`src/rtl/univ_shift_reg_if.sv`:
```
// univ_shift_reg_if: control, data and status bundle for the universal shift register
interface univ_shift_reg_if #(
  parameter int WIDTH = 8,
  parameter int CW = $clog2(WIDTH+1)
);
  logic en;
  logic [2:0] mode;
  logic si_r;
  logic si_l;
  logic [WIDTH-1:0] pi;
  logic [WIDTH-1:0] po;
  logic so_r;
  logic so_l;
  logic [CW-1:0] shift_cnt;
  logic done;
  modport master (output en, mode, si_r, si_l, pi, input po, so_r, so_l, shift_cnt, done);
  modport slave (input en, mode, si_r, si_l, pi, output po, so_r, so_l, shift_cnt, done);
endinterface

```
`src/rtl/univ_shift_reg.sv`:
```
// univ_shift_reg: hold/shift/rotate/arith-shift/load/clear register with saturating shift counter and done pulse
module univ_shift_reg #(
  parameter int WIDTH = 8,
  parameter logic [WIDTH-1:0] RESET_VAL = '0,
  parameter int CW = $clog2(WIDTH+1)
) (
  input logic clk,
  input logic reset,
  univ_shift_reg_if.slave bus
);
  localparam logic [2:0] HOLD = 3'b000, SHR = 3'b001, SHL = 3'b010, ROR = 3'b011,
                         ROL = 3'b100, LOAD = 3'b101, ASR = 3'b110, CLEAR = 3'b111;
  logic [WIDTH-1:0] q, nxt;
  logic [CW-1:0] cnt, cnt_nxt;
  logic done_q, shift, zero;
  always_comb begin
    nxt = q;
    case (bus.mode)
      SHR: nxt = {bus.si_r, q[WIDTH-1:1]};
      SHL: nxt = {q[WIDTH-2:0], bus.si_l};
      ROR: nxt = {q[0], q[WIDTH-1:1]};
      ROL: nxt = {q[WIDTH-2:0], q[WIDTH-1]};
      LOAD: nxt = bus.pi;
      ASR: nxt = {q[WIDTH-1], q[WIDTH-1:1]};
      CLEAR: nxt = '0;
      default: nxt = q;
    endcase
    zero = bus.mode == LOAD || bus.mode == CLEAR;
    shift = bus.en && !zero && bus.mode != HOLD;
    cnt_nxt = zero ? '0 : (shift && cnt != CW'(WIDTH)) ? cnt + CW'(1) : cnt;
  end
  always_ff @(posedge clk) begin
    if (reset) begin
      q <= RESET_VAL;
      cnt <= '0;
      done_q <= 1'b0;
    end else begin
      done_q <= shift && cnt == CW'(WIDTH-1);
      if (bus.en) begin
        q <= nxt;
        cnt <= cnt_nxt;
      end
    end
  end
  assign bus.po = q;
  assign bus.so_r = q[0];
  assign bus.so_l = q[WIDTH-1];
  assign bus.shift_cnt = cnt;
  assign bus.done = done_q;
endmodule
```
`src/flat_wrapper.sv`:
```
// flat-port wrapper written by rule: the top's interface ports become plain ports
module univ_shift_reg_flat 
#(
  parameter int WIDTH = 8,
  parameter logic [WIDTH-1:0] RESET_VAL = '0,
  parameter int CW = $clog2(WIDTH+1)
)
  (clk, reset, bus_en, bus_mode, bus_si_r, bus_si_l, bus_pi, bus_po, bus_so_r, bus_so_l, bus_shift_cnt, bus_done);
  univ_shift_reg_if #(.WIDTH(WIDTH), .CW(CW)) bus_i ();
  input logic clk;
  input logic reset;
  input wire logic [$bits(bus_i.en)-1:0] bus_en;
  input wire logic [$bits(bus_i.mode)-1:0] bus_mode;
  input wire logic [$bits(bus_i.si_r)-1:0] bus_si_r;
  input wire logic [$bits(bus_i.si_l)-1:0] bus_si_l;
  input wire logic [$bits(bus_i.pi)-1:0] bus_pi;
  output wire logic [$bits(bus_i.po)-1:0] bus_po;
  output wire logic [$bits(bus_i.so_r)-1:0] bus_so_r;
  output wire logic [$bits(bus_i.so_l)-1:0] bus_so_l;
  output wire logic [$bits(bus_i.shift_cnt)-1:0] bus_shift_cnt;
  output wire logic [$bits(bus_i.done)-1:0] bus_done;
  assign bus_i.en = bus_en;
  assign bus_i.mode = bus_mode;
  assign bus_i.si_r = bus_si_r;
  assign bus_i.si_l = bus_si_l;
  assign bus_i.pi = bus_pi;
  assign bus_po = bus_i.po;
  assign bus_so_r = bus_i.so_r;
  assign bus_so_l = bus_i.so_l;
  assign bus_shift_cnt = bus_i.shift_cnt;
  assign bus_done = bus_i.done;
  univ_shift_reg #(.WIDTH(WIDTH), .RESET_VAL(RESET_VAL), .CW(CW)) u_core (.clk(clk), .reset(reset), .bus(bus_i));
endmodule
```
`config.mk`:
```
export PLATFORM = sky130hd
export DESIGN_NAME = univ_shift_reg_flat
export DESIGN_NICKNAME = d
export VERILOG_FILES = /design/src/rtl/univ_shift_reg_if.sv /design/src/rtl/univ_shift_reg.sv /design/src/flat_wrapper.sv
export SDC_FILE = /design/constraint.sdc
export NUM_CORES = 1
export LEC_CHECK = 0
export ABC_AREA = 1
export BUFFER_PORTS_ARGS = -buffer_cell sky130_fd_sc_hd__buf_2
export CORE_ASPECT_RATIO = 0.6
export CORE_MARGIN = 2
export CORE_UTILIZATION = 30
export CTS_CLUSTER_SIZE = 25
export DETAILED_ROUTE_END_ITERATION = 8
export GPL_TIMING_DRIVEN = 0
export PLACE_DENSITY = 0.65
export SKIP_LAST_GASP = 1
export SYNTH_ARGS = -nofsm -noshare
export SYNTH_HDL_FRONTEND = slang
export SYNTH_SLANG_ARGS = --single-unit
```
`constraint.sdc`:
```
create_clock -name clk -period 2.6 [get_ports clk]
set_input_delay 0.26 -clock clk [delete_from_list [all_inputs] [get_ports clk]]
set_output_delay 0.26 -clock clk [all_outputs]
set_load 0.02 [all_outputs]
```
* After elaboration in Yosys (flattened, before gate mapping)
Index checks and enable logic that the tools add are counted.
** Cells by class
- Reduce and logical (&&, ||, !) cells :: 13
- Mux-type cells :: 3
- Eq/ne operators :: 9
- Bitwise operators :: 1
- $add $sub $neg :: 1
** Operators with widths (number)
- $pmux W8 S7 :: 1
- $eq A3 B3 Y1 const B :: 4
- $mux W4 :: 2
- $reduce_bool A7 Y1 :: 1
- $eq A3 B2 Y1 const B :: 2
- $reduce_bool A6 Y1 :: 1
- $add A4 B1 Y4 const B :: 1
- $eq A4 B3 Y1 const B :: 1
- $logic_and A1 B1 Y1 :: 4
- $ne A4 B4 Y1 const B :: 1
- $reduce_and A2 Y1 :: 2
- $eq A3 B1 Y1 const B :: 1
- $reduce_and A3 Y1 :: 1
- $reduce_bool A3 Y1 :: 1
- $reduce_bool A2 Y1 :: 1
- $logic_not A1 Y1 :: 1
- $logic_or A1 B1 Y1 :: 1
- $not A1 Y1 :: 1
** Storage, ports and cells
- Output and inout port bits :: 15
- Register bits :: 13
- Input port bits :: 16
- Word-level logic and storage cells :: 31

* Logic depth before layout (Yosys ltp)
- Depth after elaboration :: 8
- Mapped depth :: 9
- Mapped depth without buffers :: 9

* Worst setup path before layout
No wires, ideal clock.
- Path kind :: register -> register
- Start :: register u_core.cnt[0], in the netlist u_core.bus.shift_cnt[0]
- End :: register u_core.cnt[2], in the netlist u_core.bus.shift_cnt[2]
- Buffers on the path :: 0
- Data required time :: 2.487 ns
- Arrival :: 1.204 ns
- Cell stages (with the launch flop) :: 9
- Setup slack :: 1.283 ns
- Setup time :: 0.113 ns
- Clock period less this slack :: 1.317 ns
- Cells stage by stage :: dfxtp_1 inv_1 ha_1 nand3_1 nand3_2 nand2_2 nand2_1 nor2_1 nor2_1
** Between the ends
- Cells in the longest elaborated chain, start to end :: 4
- Elaborated cells between the ends (all ways) :: 7
- Those cells by class :: add/sub (1); eq/ne (1); mux (2); reduce/logical (3)
** RTL lines
- from (decl) :: line univ_shift_reg.sv:14 : logic [CW-1:0] cnt, cnt_nxt;
- from (signal assigned) :: line univ_shift_reg.sv:41 : cnt <= cnt_nxt;
- parallel branches: the longest is 4 deep, another holds $add A4 B1 Y4
Several ways; the timed one is not identified. The select of a mux whose other input is x is not followed.
A chain may end at the register's enable or synchronous reset.

* Worst setup path in the final report
Same ends and word-level chain as after synthesis.

==> key figures <==
Finish
  – Register Area: 260.3 um2
  – Final core utilization: 41.39%
  – Most common cell after layout, fill and taps aside: nand2_1
  – Area Growth Syn to Fin: 28.57%
  – Share of cells above drive strength 1: 26.16%
  – Multi-input gate area: just under 500 um2
  – Antenna Cells: 0
  – Final #Nets: 191
  – Commonest non-fill, non-tap cells in the layout: 52 x nand2_1, 30 x buf_2, 23 x nor2_1
  – Fill count: 290

Power and ir drop
  – PD cells: between 400 and 500 nW/um2
  – Worst IR drop on VDD: around 0.00027 V
  – Leak: a little under 0.6 nW

Logic synthesis
  – Syn. warnings: 0
  – Register area share after synthesis: 31.61%
  – Mapped Nets: 156
  – Synthesized cell area: 823.3 um2
  – Synth cell types: 18
  – Number of synthesized register bits: 13
  – Syn Area/Cell: 5.966 um2
  – Syn Inst Count: ~140

Floorplan
  – Initial Utilization: between 30% and 40%
  – Die Area: 3193 um2
  – CORE AREA: 2557 um2
  – Width of the die: 71.63 um
  – Rows: 14
  – Die Ht: 44.58 um
  – I/O pin count: 31

CTS
  – Skew-Pair Late Insertion Delay: 0.24 ns
  – Post_cts resized: 0
  – Max H-tree Level: 1
  – # clock sinks: 13
  – CTS tree: yes
  – Root Driver: clkbuf_8
  – Hold_buf cts: 0
  – Post-CTS Setup Bufs: 0
  – Clk slew on worst S/H paths: about 0.06 ns
  – CTS Buf Count: 3
  – Longest Clk Path Bufs: 2

Route
  – Via Count: 913
  – DR WL/cell: 10.28 um
  – Pre-antenna DRT Iters: 4
  – Routed WL: 2098 um
  – Number of remaining DRC errors: 0
  – Via density: 4.475
  – Post-route ant nets: 0
  – First DRT Iteration DRCs: 27

Worst setup path
  – Crit path launch type: flop
  – Crit path DAT: 1.41 ns
  – Crit path kind: flop to flop
  – CP max FO: 4
  – WP data required: approximately 2.7 ns
  – CP endpoint kind: flop

Placed design
  – Routability cong.: 0.7912
  – Count of input and output buffers: 30
  – Hpwl dp: between 1500 and 2000 um

Global route
  – Met1 Track Usage GR: 19.89%
  – Antenna violations before repair: 0
  – Vias in the first global route: ~800
  – Total grt overflow: 0
  – Largest net degree at the start of global routing: 11
  – GR Util All Layers: 13.77%
  – First-pass GRT wire length: 3450 um
  – Grt met2 use: 19.81%
  – Most Crowded Layer GR: met1
  – Met3 GRT Util: 5.011%

Timing
  – Crit path time final: 1.263 ns
  – Hold Vio Cnt, Final: 0
  – Setup TNS: 0 ns
  – # setup viols final: 0
  – Unrepaired setup endpoints after global routing: false
  – Skew final: 0.001969 ns
  – Max Clock Freq: 791.8 MHz
  – Least-Margin Pin Slew: 0.3213 ns
  – Final period utilization: 48.58%
  – Pins Over Slew Limit: 0
  – Slew headroom: 78.56%

Run
  – Max-cap violations: 0

Run status
  – Status: finished, final reports clean

Hold path
  – Worst hold path type: input pin to flop
## synthesized netlist by cell type
library cell	instances	area share, %
buf_6	1	1.4
nand3_2	3	3.6
buf_4	2	1.8
o21ai_1	2	1.2
nand3_1	8	4.9
nand2_2	2	1.5
inv_1	13	5.9
ha_1	2	3.0
nor2_1	23	10
o21ai_0	5	3.0
dfxtp_1	13	32
a21oi_1	4	2.4
nor3_1	3	1.8
inv_2	2	0.91
nand4_1	1	0.76
o21ai_2	1	1.1
nor2_2	1	0.76
nand2_1	52	24
## area by class of cell
type / count / share of cell area, %
inverters: 15 / 5.319
plain buffers: 3 / 2.482
well taps: 32 / 3.782
flip-flops and latches: 13 / 24.59
multi-input cells: 107 / 45.39
repair buffers: 30 / 14.18
clock buffers: 4 / 4.255
## worst max-delay path, cell delays in order, from the launching register on
cell,delay [ns]
dfxtp_1,0.36
inv_1,0.09
ha_1,0.20
nand3_1,0.10
nand3_2,0.12
nand2_2,0.10
nand2_1,0.07
nor2_1,0.09
nor2_1,0.05
## power breakdown
group / leakage (nW) / internal [mW] / switching (mW)
Combinational: 0.460 / 0.0427 / 0.0726
Sequential: 0.107 / 0.210 / 0.0115
Clock: 0.0228 / 0.108 / 0.0764
Total: 0.590 / 0.361 / 0.160
## cells by family (layout without fill, tap and decap cells)
kind of cell | count (synthesis) | in the layout | share of synthesized area [%]
DFF | 13 | 13 | 31.61
buffers and inverters | 18 | 52 | 10.03
and+or+nand+nor | 93 | 93 | 47.57
adders and majority gates | 2 | 2 | 3.039
AOI/OAI and AO/OA | 12 | 12 | 7.751
## path summary, 6_finish.rpt
check	slack [ns]	cells after the start	from	end
hold / removal	0.25	2	reset	u_core.bus.po[7]
setup reg to reg	1.34	8	u_core.bus.shift_cnt[0]	u_core.bus.shift_cnt[2]
hold reg to reg	0.49	2	u_core.bus.shift_cnt[2]	u_core.bus.done
setup / recovery	1.34	8	u_core.bus.shift_cnt[0]	u_core.bus.shift_cnt[2]
## flip-flops by register name (all words and copies together), names as in the netlist
name                  count
u_core.bus.po             8
u_core.bus.shift_cnt      4
u_core.bus.done           1
## per-layer routing
layer,vias up,share of wire (%),wire (um)
li1,495,-,-
met1,389,54,1136
met2,25,37,785
met3,4,7.8,164
met4,0,0.52,11
met5,-,0,0
## through the flow
stage          hold WS, ns  setup slack [ns]  std cells  area, um2  total power, mW
2_1_floorplan       0.3291             1.283        138      823.3           0.2996
3_3_place_gp        0.4810             1.334        200       1013           0.3395
3_5_place_dp        0.4791             1.313        200       1013           0.3420
4_1_cts             0.2545             1.332        204       1059           0.5269
5_1_grt             0.2632             1.188        204       1059           0.5498
6_report            0.2525             1.337        204       1059           0.5218
Note: power is estimated with default switching activity, not from simulation.
